==> src/rtl/vip_bbox_pkg.sv <==
// Shared definitions for the binary bounding-box detector and the frame
// coordinate counter: FSM state encoding, pixel-count width and saturation
// value, and the default image geometry.
package vip_bbox_pkg;

  typedef enum logic [1:0] {
    ST_SYNC   = 2'd0,
    ST_WAIT   = 2'd1,
    ST_ACTIVE = 2'd2,
    ST_LATCH  = 2'd3
  } bbox_state_t;

  localparam int              CNT_W   = 20;
  localparam logic [CNT_W-1:0] CNT_MAX = {CNT_W{1'b1}};

  localparam int DEF_IMG_W   = 1024;
  localparam int DEF_IMG_H   = 640;
  localparam int DEF_EDGE    = 10;
  localparam int DEF_MIN_PIX = 64;

endpackage

==> src/rtl/vip_frame_xy_counter.sv <==
// Pixel coordinate generator for a vsync/href/clken video stream.
// Ports:
//   clk, rst_n          clock, asynchronous active-low reset
//   vsync, href, clken  frame window, line window, pixel qualifier
//   x, y                coordinates of the pixel presented this cycle
//   xy_ok               x and y are inside the image (not saturated past it)
//   vs_rise, vs_fall    vsync edges, valid in the cycle the new level arrives
//   hs_fall             href falling edge (end of line)
// x saturates at IMG_W-1 and y at IMG_H-1; pixels arriving after the last
// column or after the last line are flagged out of range through xy_ok.
module vip_frame_xy_counter #(
  parameter int IMG_W = 1024,
  parameter int IMG_H = 640,
  parameter int XW    = 11,
  parameter int YW    = 10
) (
  input  logic          clk,
  input  logic          rst_n,
  input  logic          vsync,
  input  logic          href,
  input  logic          clken,
  output logic [XW-1:0] x,
  output logic [YW-1:0] y,
  output logic          xy_ok,
  output logic          vs_rise,
  output logic          vs_fall,
  output logic          hs_fall
);

  localparam logic [XW-1:0] X_LAST = XW'(IMG_W - 1);
  localparam logic [YW-1:0] Y_LAST = YW'(IMG_H - 1);

  logic vsync_d;
  logic href_d;
  logic x_ovf;
  logic y_ovf;

  assign vs_rise = vsync & ~vsync_d;
  assign vs_fall = ~vsync & vsync_d;
  assign hs_fall = ~href & href_d;
  assign xy_ok   = ~x_ovf & ~y_ovf;

  always_ff @(posedge clk or negedge rst_n) begin
    if (!rst_n) begin
      vsync_d <= 1'b0;
      href_d  <= 1'b0;
      x       <= '0;
      y       <= '0;
      x_ovf   <= 1'b0;
      y_ovf   <= 1'b0;
    end else begin
      vsync_d <= vsync;
      href_d  <= href;
      if (vs_rise) begin
        x     <= '0;
        x_ovf <= 1'b0;
        y     <= '0;
        y_ovf <= 1'b0;
      end else if (hs_fall) begin
        x     <= '0;
        x_ovf <= 1'b0;
        if (y == Y_LAST) y_ovf <= 1'b1;
        else             y     <= y + 1'b1;
      end else if (clken && href) begin
        // Once the last column has been consumed, x stays put and the
        // overflow flag marks every further pixel of the line as outside.
        if (x == X_LAST) x_ovf <= 1'b1;
        else             x     <= x + 1'b1;
      end
    end
  end

endmodule

==> src/rtl/vip_bit_bbox_detector.sv <==
// Bounding box of all '1' pixels of a binary video frame.
// The box, pixel count and valid flag are latched once per frame when vsync
// falls; the video stream is passed through with one clock of delay.
// Ports:
//   clk, rst_n                      clock, asynchronous active-low reset
//   per_frame_vsync/href/clken      input stream control
//   per_img_Bit                     input binary pixel (1 = object)
//   post_frame_vsync/href/clken     stream control delayed by 1 clk
//   post_img_Bit                    pixel delayed by 1 clk
//   bbox_xmin/xmax, bbox_ymin/ymax  latched box
//   bbox_pix_cnt                    latched '1' pixel count (saturating)
//   bbox_valid                      latched count >= MIN_PIX
//   frame_done                      1-clk pulse when the latched outputs update
// Build option VIP_BBOX_HOLD_EN: when defined, a frame with too few pixels
// keeps the previous box and bbox_valid; only the count and frame_done update.
module vip_bit_bbox_detector
  import vip_bbox_pkg::*;
#(
  parameter int IMG_W   = DEF_IMG_W,
  parameter int IMG_H   = DEF_IMG_H,
  parameter int EDGE    = DEF_EDGE,
  parameter int MIN_PIX = DEF_MIN_PIX,
  parameter int XW      = 11,
  parameter int YW      = 10
) (
  input  logic             clk,
  input  logic             rst_n,
  input  logic             per_frame_vsync,
  input  logic             per_frame_href,
  input  logic             per_frame_clken,
  input  logic             per_img_Bit,
  output logic             post_frame_vsync,
  output logic             post_frame_href,
  output logic             post_frame_clken,
  output logic             post_img_Bit,
  output logic [XW-1:0]    bbox_xmin,
  output logic [XW-1:0]    bbox_xmax,
  output logic [YW-1:0]    bbox_ymin,
  output logic [YW-1:0]    bbox_ymax,
  output logic [CNT_W-1:0] bbox_pix_cnt,
  output logic             bbox_valid,
  output logic             frame_done
);

  localparam logic [XW-1:0]    X_IDLE  = XW'(IMG_W - 1);
  localparam logic [YW-1:0]    Y_IDLE  = YW'(IMG_H - 1);
  localparam logic [XW-1:0]    X_EDGE  = XW'(EDGE);
  localparam logic [YW-1:0]    Y_EDGE  = YW'(EDGE);
  localparam logic [CNT_W-1:0] CNT_MIN = CNT_W'(MIN_PIX);

  bbox_state_t      state, state_nxt;
  logic             acc_clr, frame_end, hit;
  logic [XW-1:0]    x;
  logic [YW-1:0]    y;
  logic             xy_ok, vs_rise, vs_fall, hs_fall;
  logic [XW-1:0]    acc_xmin, acc_xmax;
  logic [YW-1:0]    acc_ymin, acc_ymax;
  logic [CNT_W-1:0] acc_cnt;

  vip_frame_xy_counter #(
    .IMG_W (IMG_W),
    .IMG_H (IMG_H),
    .XW    (XW),
    .YW    (YW)
  ) u_xy (
    .clk     (clk),
    .rst_n   (rst_n),
    .vsync   (per_frame_vsync),
    .href    (per_frame_href),
    .clken   (per_frame_clken),
    .x       (x),
    .y       (y),
    .xy_ok   (xy_ok),
    .vs_rise (vs_rise),
    .vs_fall (vs_fall),
    .hs_fall (hs_fall)
  );

  // The cycle that closes a line never carries a pixel.
  assign hit = per_frame_clken & per_frame_href & per_img_Bit & ~hs_fall & xy_ok
             & (x >= X_EDGE) & (y >= Y_EDGE) & (state == ST_ACTIVE);

  assign frame_done = (state == ST_LATCH);

  always_ff @(posedge clk or negedge rst_n) begin
    if (!rst_n) state <= ST_SYNC;
    else        state <= state_nxt;
  end

  // SYNC waits out any frame already running at reset release.
  // A vsync rise seen while ACTIVE means the fall was missed: restart.
  always_comb begin
    state_nxt = state;
    acc_clr   = 1'b0;
    frame_end = 1'b0;
    case (state)
      ST_SYNC:   if (!per_frame_vsync) state_nxt = ST_WAIT;
      ST_WAIT:   if (vs_rise) begin
                   acc_clr   = 1'b1;
                   state_nxt = ST_ACTIVE;
                 end
      ST_ACTIVE: if (vs_rise) begin
                   acc_clr = 1'b1;
                 end else if (vs_fall) begin
                   frame_end = 1'b1;
                   state_nxt = ST_LATCH;
                 end
      ST_LATCH:  state_nxt = ST_WAIT;
      default:   state_nxt = ST_SYNC;
    endcase
  end

  // Accumulator stage
  always_ff @(posedge clk or negedge rst_n) begin
    if (!rst_n) begin
      acc_xmin <= X_IDLE;
      acc_xmax <= '0;
      acc_ymin <= Y_IDLE;
      acc_ymax <= '0;
      acc_cnt  <= '0;
    end else if (acc_clr) begin
      acc_xmin <= X_IDLE;
      acc_xmax <= '0;
      acc_ymin <= Y_IDLE;
      acc_ymax <= '0;
      acc_cnt  <= '0;
    end else if (hit) begin
      if (x < acc_xmin) acc_xmin <= x;
      if (x > acc_xmax) acc_xmax <= x;
      if (y < acc_ymin) acc_ymin <= y;
      if (y > acc_ymax) acc_ymax <= y;
      if (acc_cnt != CNT_MAX) acc_cnt <= acc_cnt + 1'b1;
    end
  end

  // Result stage: loaded on the edge that enters LATCH, so the new values
  // are visible in the same cycle as frame_done.
  always_ff @(posedge clk or negedge rst_n) begin
    if (!rst_n) begin
      bbox_xmin    <= X_IDLE;
      bbox_xmax    <= '0;
      bbox_ymin    <= Y_IDLE;
      bbox_ymax    <= '0;
      bbox_pix_cnt <= '0;
      bbox_valid   <= 1'b0;
    end else if (frame_end) begin
      bbox_pix_cnt <= acc_cnt;
      if (acc_cnt >= CNT_MIN) begin
        bbox_xmin  <= acc_xmin;
        bbox_xmax  <= acc_xmax;
        bbox_ymin  <= acc_ymin;
        bbox_ymax  <= acc_ymax;
        bbox_valid <= 1'b1;
      end else begin
`ifdef VIP_BBOX_HOLD_EN
        bbox_valid <= bbox_valid;
`else
        bbox_xmin  <= X_IDLE;
        bbox_xmax  <= '0;
        bbox_ymin  <= Y_IDLE;
        bbox_ymax  <= '0;
        bbox_valid <= 1'b0;
`endif
      end
    end
  end

  // Pass-through stage
  always_ff @(posedge clk or negedge rst_n) begin
    if (!rst_n) begin
      post_frame_vsync <= 1'b0;
      post_frame_href  <= 1'b0;
      post_frame_clken <= 1'b0;
      post_img_Bit     <= 1'b0;
    end else begin
      post_frame_vsync <= per_frame_vsync;
      post_frame_href  <= per_frame_href;
      post_frame_clken <= per_frame_clken;
      post_img_Bit     <= per_img_Bit;
    end
  end

endmodule

==> config.mk <==
export PLATFORM = sky130hd
export DESIGN_NAME = vip_bit_bbox_detector
export DESIGN_NICKNAME = d
export VERILOG_FILES = /design/src/rtl/vip_bbox_pkg.sv /design/src/rtl/vip_frame_xy_counter.sv /design/src/rtl/vip_bit_bbox_detector.sv
export SDC_FILE = /design/constraint.sdc
export NUM_CORES = 1
export LEC_CHECK = 0
export ABC_AREA = 1
export CORE_MARGIN = 2
export CORE_UTILIZATION = 45
export CTS_CLUSTER_SIZE = 30
export DETAILED_ROUTE_END_ITERATION = 10
export GPL_ROUTABILITY_DRIVEN = 0
export PLACE_DENSITY_LB_ADDON = 0.1
export SETUP_SLACK_MARGIN = 0.1
export SYNTH_ARGS = -nofsm -noshare
export SYNTH_HDL_FRONTEND = slang
export SYNTH_HIERARCHICAL = 1
export SYNTH_SLANG_ARGS = --single-unit
export TNS_END_PERCENT = 10
==> constraint.sdc <==
create_clock -name clk -period 4.8 [get_ports clk]
set_input_delay 0.96 -clock clk [delete_from_list [all_inputs] [get_ports clk]]
set_output_delay 0.96 -clock clk [all_outputs]
set_load 0.02 [all_outputs]
### After elaboration in Yosys (flattened, before gate mapping)

Index checks and enable logic that the tools add are counted.
W data, S select, Z words.

* equality and inequality tests: 12
* order comparisons: 7
* reductions and logical operators: 23
* bitwise operators: 17
* mux-type cells: 44
* add/sub/neg operators: 3

Operator list (count)
* $mux W11: 12
* $mux W10: 11
* $mux W20: 3
* $add A20 B1 Y20 const B: 1
* $ge A20 B7 Y1 const B: 1
* $ne A20 B20 Y1 const B: 1
* $reduce_and A2 Y1: 9
* $reduce_bool A2 Y1: 8
* $mux W1: 13
* $add A11 B1 Y11 const B: 1
* $and A1 B1 Y1: 11
* $eq A11 B10 Y1 const B: 1
* $ge A11 B4 Y1 const B: 1
* $gt A11 B11 Y1: 1
* $lt A11 B11 Y1: 1
* $add A10 B1 Y10 const B: 1
* $eq A10 B10 Y1 const B: 1
* $ge A10 B4 Y1 const B: 1
* $gt A10 B10 Y1: 1
* $lt A10 B10 Y1: 1
* $mux W2: 4
* $pmux W2 S4: 1
* $ne A2 B1 Y1 const B: 3
* $not A1 Y1: 6
* 9 further kinds: 12

* register bits: 154
* word-level logic and storage cells: 126
* output and inout port bits: 68
* input port bits: 6

### Longest topological paths before layout

Gate-level depths: netlist (run 1).

* depth after elaboration: 10
* depth in mapped cells: 13
* mapped depth without buffers: 12

### Hierarchy

Netlist (run 1), hierarchy kept.

Modules (own cells, without submodules)
* vip_bit_bbox_detector: cells an instance 940, instances 1, area an instance 7223.2 µm², sequential area each 3323.2 µm²
* vip_frame_xy_counter: cells an instance 199, instances 1, area an instance 1462.7 µm², sequential area each 625.6 µm²

### Least setup slack after synthesis (run 1)

No wires, ideal clock.

* path kind: input port to flip-flop
* from: input port per_frame_href
* to: register acc_ymin[7]
* slack: 2.668 ns
* setup time: 0.117 ns
* arrival: 2.015 ns
* buffers on the path: 1
* stages on the path: 12
* data required time: 4.683 ns
* path through: inv_1 -> nand2_2 -> inv_1 -> inv_1 -> nand4_1 -> nor2_1 -> nand3_1 -> nand2_2 -> buf_4 -> nand2_2 -> nand2_1 -> nand2_1

* word-level cells in the longest chain between the ends: 10
* elaborated cells between the ends (all ways): 12
* those cells by class: bitwise: 10; reduce/logical: 2

RTL lines
* start: declaration: line vip_bit_bbox_detector.sv:29 `input logic per_frame_href,`
* $not A1 Y1: line vip_frame_xy_counter.sv:40 `assign hs_fall = ~href & href_d;`
* $and A1 B1 Y1: line vip_frame_xy_counter.sv:40
* named net hs_fall: line vip_bit_bbox_detector.sv:55 `logic xy_ok, vs_rise, vs_fall, hs_fall;`
* $not A1 Y1: line vip_bit_bbox_detector.sv:80 `assign hit = per_frame_clken & per_frame_href & per_img_Bit & ~hs_fall & xy_ok`
* $and A1 B1 Y1 (2 in series): line vip_bit_bbox_detector.sv:80
* $and A1 B1 Y1 (3 in series): line vip_bit_bbox_detector.sv:81 `& (x >= X_EDGE) & (y >= Y_EDGE) & (state == ST_ACTIVE);`
* $reduce_bool A2 Y1 (no line)
* $reduce_and A2 Y1 (no line)
* end signal: assignment: line vip_bit_bbox_detector.sv:130 `if (y < acc_ymin) acc_ymin <= y;`
* end: declaration: line vip_bit_bbox_detector.sv:57 `logic [YW-1:0] acc_ymin, acc_ymax;`

The timed path passes the listed nets, and every way through them passes these cells.
A chain may end at the register's enable or synchronous reset.

### Worst setup path in the final report (run 1)

* from: input port per_frame_vsync
* to: register acc_cnt[8]

* word-level cells in the longest chain between the ends: 5
* elaborated cells between the ends (all ways): 7
* those cells by class: mux: 3; bitwise: 1; reduce/logical: 3

RTL lines
* start: declaration: line vip_bit_bbox_detector.sv:28 `input logic per_frame_vsync,`
* $and A1 B1 Y1 *: line vip_frame_xy_counter.sv:38 `assign vs_rise = vsync & ~vsync_d;`
* named net vs_rise: line vip_bit_bbox_detector.sv:55
* $mux W1 *: line vip_bit_bbox_detector.sv:98, vip_bit_bbox_detector.sv:102
* $mux W1 *
* $reduce_bool A2 Y1 (no line)
* $reduce_and A2 Y1 (no line)
* end signal: assignment: line vip_bit_bbox_detector.sv:132 `if (acc_cnt != CNT_MAX) acc_cnt <= acc_cnt + 1'b1;`
* end: declaration: line vip_bit_bbox_detector.sv:58 `logic [CNT_W-1:0] acc_cnt;`

Mark *: on every way through the listed nets, which the timed path passes. The rest lies on a longest branch.

==> impl_metrics.tcl, run 1 <==
set metrics [dict create \
    status "finished clean" \
    synthMuxAreaShare 0 \
    drc 0 \
    required_ps 5180 \
    grt_usage 0.2199 \
    placed_area_um2 9599 \
    dieArea_um2 20430 \
    fp.dieW_um 142.9 \
    core_um2 18830 \
    slew_viol_final 0 \
    finalHoldViolCount 0 \
    htree_levels 4 \
    die_h_um 142.9 \
    grt_pass1_wl_mm 35.10 \
    num_rows 50 \
    synthCells 1139 \
    start_util 0.4613 \
    syn_nets 1193 \
    postCtsSetupBuffers 0 \
    grt_antenna_before_repair 0 \
    clkSinkCount 156 \
    clk_pin_slew_ps 70 \
    portBuffers 73 \
    fin_nets 1255 \
    drv_cap 0 \
    synth_xor_area_frac 0.01613 \
    yosys.area.top_type "dfrtp_1" \
    clk_latency_ps 440 \
    hold_buffers 0 \
    area_growth_pct 17.59 \
    ys_seq_area_frac 0.4546 \
    stdcell_area_um2 10210 \
    place_hpwl_mm 14.88 \
    r2r_cells 7 \
    yosysTopAreaCellShare 0.3457 \
    ctsRootBufferMaster "clkbuf_16" \
    yosys.area_share.adder 0.06914 \
    synth-compound-area-share 0.05719 \
    drtIter0Drc 411 \
    synth_top_family_by_area "simple AND/OR/NAND/NOR gates" \
    synth.most_common_cell "nand2_1" \
    finalSetupViolCount 0 \
    whs_path_depth 2 \
    synth_common_cells "nand2_1, inv_1, dfrtp_1" \
    synth_edf_count 0 \
    final_cells 1474 \
    cts_made_buffers 17 \
    grt_max_degree 81 \
    grt_pass1_vias 6924 \
    cts-resized-gates 0 \
    dr_total_vias 7269 \
    viasPerCell 4.931 \
    finalWorstPathRequiredPeriod_ps 3336 \
    drt_first_pass_iters 6 \
    arrival_ps 3710 \
    cellLeakagePower_nw 5.003 \
    relSlewSlack 0.4020 \
    yosys_warnings 6 \
    rsz0062_at_grt "false" \
    end_kind "flip-flop" \
    async_reset_ff_frac 1.000 \
    synth_area_leaders "dfrtp_1, nand2_1, dfstp_2" \
    synthFlopType "dfrtp_1" \
    timing.final.crit_share 0.6950 \
    cts_tree "built" \
    peakVddDrop_v 0.0002731 \
    wire_per_inst_um 14.39 \
    ys_seq_elements 156 \
    crit_path_start_kind "input port" \
    dp_cells 1442 \
    final.setup_skew_ps 7.263 \
    syn-cell-area_um2 8686 \
    antenna_left 0 \
    synth_cell_types 35 \
    clock.fmax_mhz 299.8 \
    gr-total-overflow 0 \
    worst_slew_pin_slew_ps 894.5 \
    clock_tree.buffer_depth 2 \
    crit_fanout 32 \
    avgSynthCellArea_um2 7.626 \
    ios 74 \
    diodes 0 \
    criticalPathCategory "in2reg" \
    synth_simple_gate_area_frac 0.3238 \
    final_layout_size_suffix_gt1_frac 0.09638 \
    final.setup.tns_ps 0 \
    p_per_area_nw_per_um2 424.8 \
    hold_path.class "reg2reg" \
    wirelength_mm 21.21 \
]
[worst max-delay path: stages]
cell and delay, ps:
clkdlybuf4s50_1 550, nand2_2 250, inv_2 260, nand2_2 300, nand2_2 580, nand2_4 400, inv_2 260, nand2_1 80
nand2_1 60
[report_power, final]
group / total (W) / switching, W / internal [W]
clock network: 0.00142 / 0.000589 / 0.000827
registers: 0.00173 / 0.000144 / 0.00159
logic: 0.00119 / 0.000761 / 0.000431
total: 0.00434 / 0.00149 / 0.00284
[worst paths after layout]
path,start,slack (ps),endpoint
max in group asynchronous,rst_n,3390,acc_xmin[7]
max reg2reg,acc_cnt[14],1860,bbox_xmin[0]
max,per_frame_vsync,1460,acc_cnt[8]
min,acc_xmin[3],460,acc_xmin[3]
min reg2reg,acc_xmin[3],460,acc_xmin[3]
min in group asynchronous,rst_n,560,u_xy/y[7]
[stage by stage]
stage	setup WS, ps	utilization	power [W]	hold WS [ps]
2_1_floorplan	2668	-	0.002558	441.9
3_3_place_gp	1084	0.5098	0.002935	449.2
3_5_place_dp	992.2	0.5098	0.002942	454.2
4_1_cts	1451	0.5424	0.004369	463.8
5_1_grt	1156	0.5424	0.004595	477.2
6_report	1464	0.5424	0.004338	462.9
[sequential cells by signal (all words and copies together) (netlist names), 2 cells and up]
name / cells
acc_ymin: 10
bbox_ymax: 10
u_xy/y: 10
acc_xmin: 11
u_xy/x: 11
acc_ymax: 10
acc_cnt: 20
bbox_pix_cnt: 20
bbox_ymin: 10
acc_xmax: 11
bbox_xmax: 11
state: 2
bbox_xmin: 11
[cells in the final DEF, fill, tap and decap left out, types with 15 or more instances in the layout]
cell type	n
dfstp_2	36
a21oi_1	15
clkbuf_16	17
nand2_1	422
nand4_1	26
clkdlybuf4s50_1	72
o21ai_0	47
nand3_1	94
ha_1	48
inv_1	123
nor2_1	89
dfrtp_1	120
[routing by layer]
metal | vias up | wire (um) | part of all wire | global-route usage
li1 | 3708 | - | - | -
met1 | 3377 | 10240 | 0.48 | 0.3051
met2 | 153 | 9717 | 0.46 | 0.3518
met3 | 31 | 833 | 0.039 | 0.03353
met4 | 0 | 415 | 0.020 | 0.07608
met5 | - | 0 | 0 | 0
[cells by family (layout without fill, tap and decap cells)]
group           count (synthesis)  in the layout
flops                         156            156
fa+ha+maj                      48             48
simple gates                  666            666
buf+inv                       165            240
xor+xnor                       16             16
compound gates                 88             88
[final cells by class]
class | count | area [um2]
tap | 260 | 325.3
clock buffer | 17 | 425.4
timing repair buffer | 78 | 782.0
fill | 1839 | 8617
sequential | 156 | 3949
inverter | 130 | 488.0
multi-input combinational | 818 | 4055
clock inverter | 15 | 188.9
Note: power is estimated with default switching activity, not from simulation.
==> run 2: changes to the inputs <==
- clock period: 4.8 -> 3.4 ns (I/O delays scaled with it)
==> impl_metrics.tcl, run 2 (same netlist as run 1, synthesis figures left out) <==
set metrics [dict create \
    cellLeakagePower_nw 5.075 \
    antenna_left 0 \
    cts_tree "built" \
    grt_usage 0.2241 \
    portBuffers 73 \
    final_layout_size_suffix_gt1_frac 0.1103 \
    dieArea_um2 20430 \
    reg_top3 "acc_cnt: 20 flops, bbox_pix_cnt: 20 flops" \
    cts_made_buffers 17 \
    timing.final.crit_share 0.7871 \
    seq_power_share 0.412 \
    place_ws_ps 360.6 \
    final.setup.tns_ps 0 \
    drv_cap 0 \
    wirelength_mm 21.36 \
    multi_input_area_um2 4055 \
    clkSinkCount 156 \
    finish.utilization 0.5460 \
    die_h_um 142.9 \
    criticalPathCategory "in2reg" \
    crit_slowest_cell "clkdlybuf4s50_1" \
    end_kind "flip-flop" \
    ctsRootBufferMaster "clkbuf_16" \
    fin_ws_ps 723.9 \
    crit_top_cell "inv_1" \
    final_cell_mix "nand2_1, inv_1, dfrtp_1, nand3_1, nor2_1" \
    clockPowerShare 0.298 \
    arrival_ps 3030 \
    clk_latency_ps 420 \
    power_w 0.005937 \
    clk_pin_slew_ps 60 \
    crit_fanout 31 \
    grt_pass1_vias 7134 \
    diodes 0 \
    required_ps 3750 \
    worst_slew_pin_slew_ps 780.6 \
    drtIter0Drc 457 \
    status "finished clean" \
    fin_nets 1274 \
    crit_path_start_kind "input port" \
    grt_antenna_before_repair 0 \
    clock.fmax_mhz 373.7 \
    relSlewSlack 0.4796 \
    regArea_um2 3949 \
    finalWorstPathRequiredPeriod_ps 2676 \
    cts-resized-gates 0 \
    p_per_area_nw_per_um2 577.4 \
    crit_chain "clkdlybuf4s50_1 -> inv_1 -> nand2_2 -> inv_1 -> inv_1 -> nand4_1 -> nor2_1 -> nand3_1 -> nand2_2 -> nand2_4 -> inv_2 -> nand2_1 -> nand2_1" \
    slowest_delay_ps 530 \
    area_growth_pct 18.38 \
    p_sw_w 0.002111 \
    dr_total_vias 7347 \
    fillers 1813 \
    rsz0062_at_grt "false" \
    htree_levels 4 \
    switching_share 0.3555 \
    peakVddDrop_v 0.0004284 \
    cp_top_family "simple AND/OR/NAND/NOR gates" \
    postCtsSetupBuffers 0 \
    drc 0 \
    final_common_cell "nand2_1" \
    path_buf_inv 5 \
    grt_pass1_wl_mm 36.01 \
    start_util 0.4613 \
    combPwrFrac 0.290 \
    viasPerCell 4.921 \
    core_um2 18830 \
    drt_first_pass_iters 5 \
    wire_per_inst_um 14.31 \
    p_int_w 0.003827 \
    ios 74 \
    hold_buffers 0 \
    slew_viol_final 0 \
    grt_max_degree 84 \
    gr-total-overflow 0 \
    num_rows 50 \
    finalSetupViolCount 0 \
    place_hpwl_mm 15.17 \
    final.setup_skew_ps 10.21 \
    fp.dieW_um 142.9 \
    clock_tree.buffer_depth 2 \
    finalHoldViolCount 0 \
    hold_path.class "in2async" \
]
## run 2: cell types whose count changed in the layout (fill, tap and decap cells not counted), sizes merged
cell      delta
inv          +2
buf         +19
clkinv       +3
bufinv       -3
clkinvlp     -2
## run 2: path summary, 6_finish.rpt
kind                            slack (ps)            from      endpoint  depth (start not counted)
worst max register to register         990       u_xy/x[7]   acc_xmax[9]                         10
worst min register to register         460     acc_xmin[2]   acc_xmin[2]                          2
min in group clk                       460     acc_xmin[2]   acc_xmin[2]                          2
max in group asynchronous             2240           rst_n   acc_xmin[5]                          2
worst min-delay path                   310           rst_n  bbox_xmax[2]                          1
worst max-delay path                   720  per_frame_href   acc_cnt[12]                         13
## run 2: final cells by class
cell class / count / area share
clock buffer: 17 / 0.04137
clock inverter: 15 / 0.01119
inverter: 130 / 0.04746
multi-input combinational: 818 / 0.3944
sequential: 156 / 0.3840
tap: 260 / 0.03164
timing repair buffer: 97 / 0.08992
## run 2: per-layer routing
| layer | vias to the layer above | global-route usage | routed length, um |
|---|---|---|---|
| met3 | 18 | 0.03555 | 619 |
| li1 | 3766 | - | - |
| met1 | 3444 | 0.3250 | 10830 |
| met5 | - | 0 | 0 |
| met4 | 0 | 0.06045 | 213 |
| met2 | 119 | 0.3495 | 9697 |
## run 2: power by group through the flow
stage / clock network (W) / logic [W] / registers, W
2_1_floorplan: 0 / 0.00102 / 0.00259
3_3_place_gp: 0 / 0.00171 / 0.00247
3_5_place_dp: 0 / 0.00173 / 0.00247
4_1_cts: 0.00182 / 0.00174 / 0.00244
5_1_grt: 0.00189 / 0.00195 / 0.00248
6_report: 0.00177 / 0.00172 / 0.00244
## run 2: per-stage QoR
step                instance area, um2  cells  hold WS [ps]
finish                           10280   1493         305.7
global route                     10280   1493         347.9
CTS                              10280   1493         334.6
detailed placement                9742   1461         452.8
floorplan                         8686   1139         384.4
global placement                  9742   1461         450.0
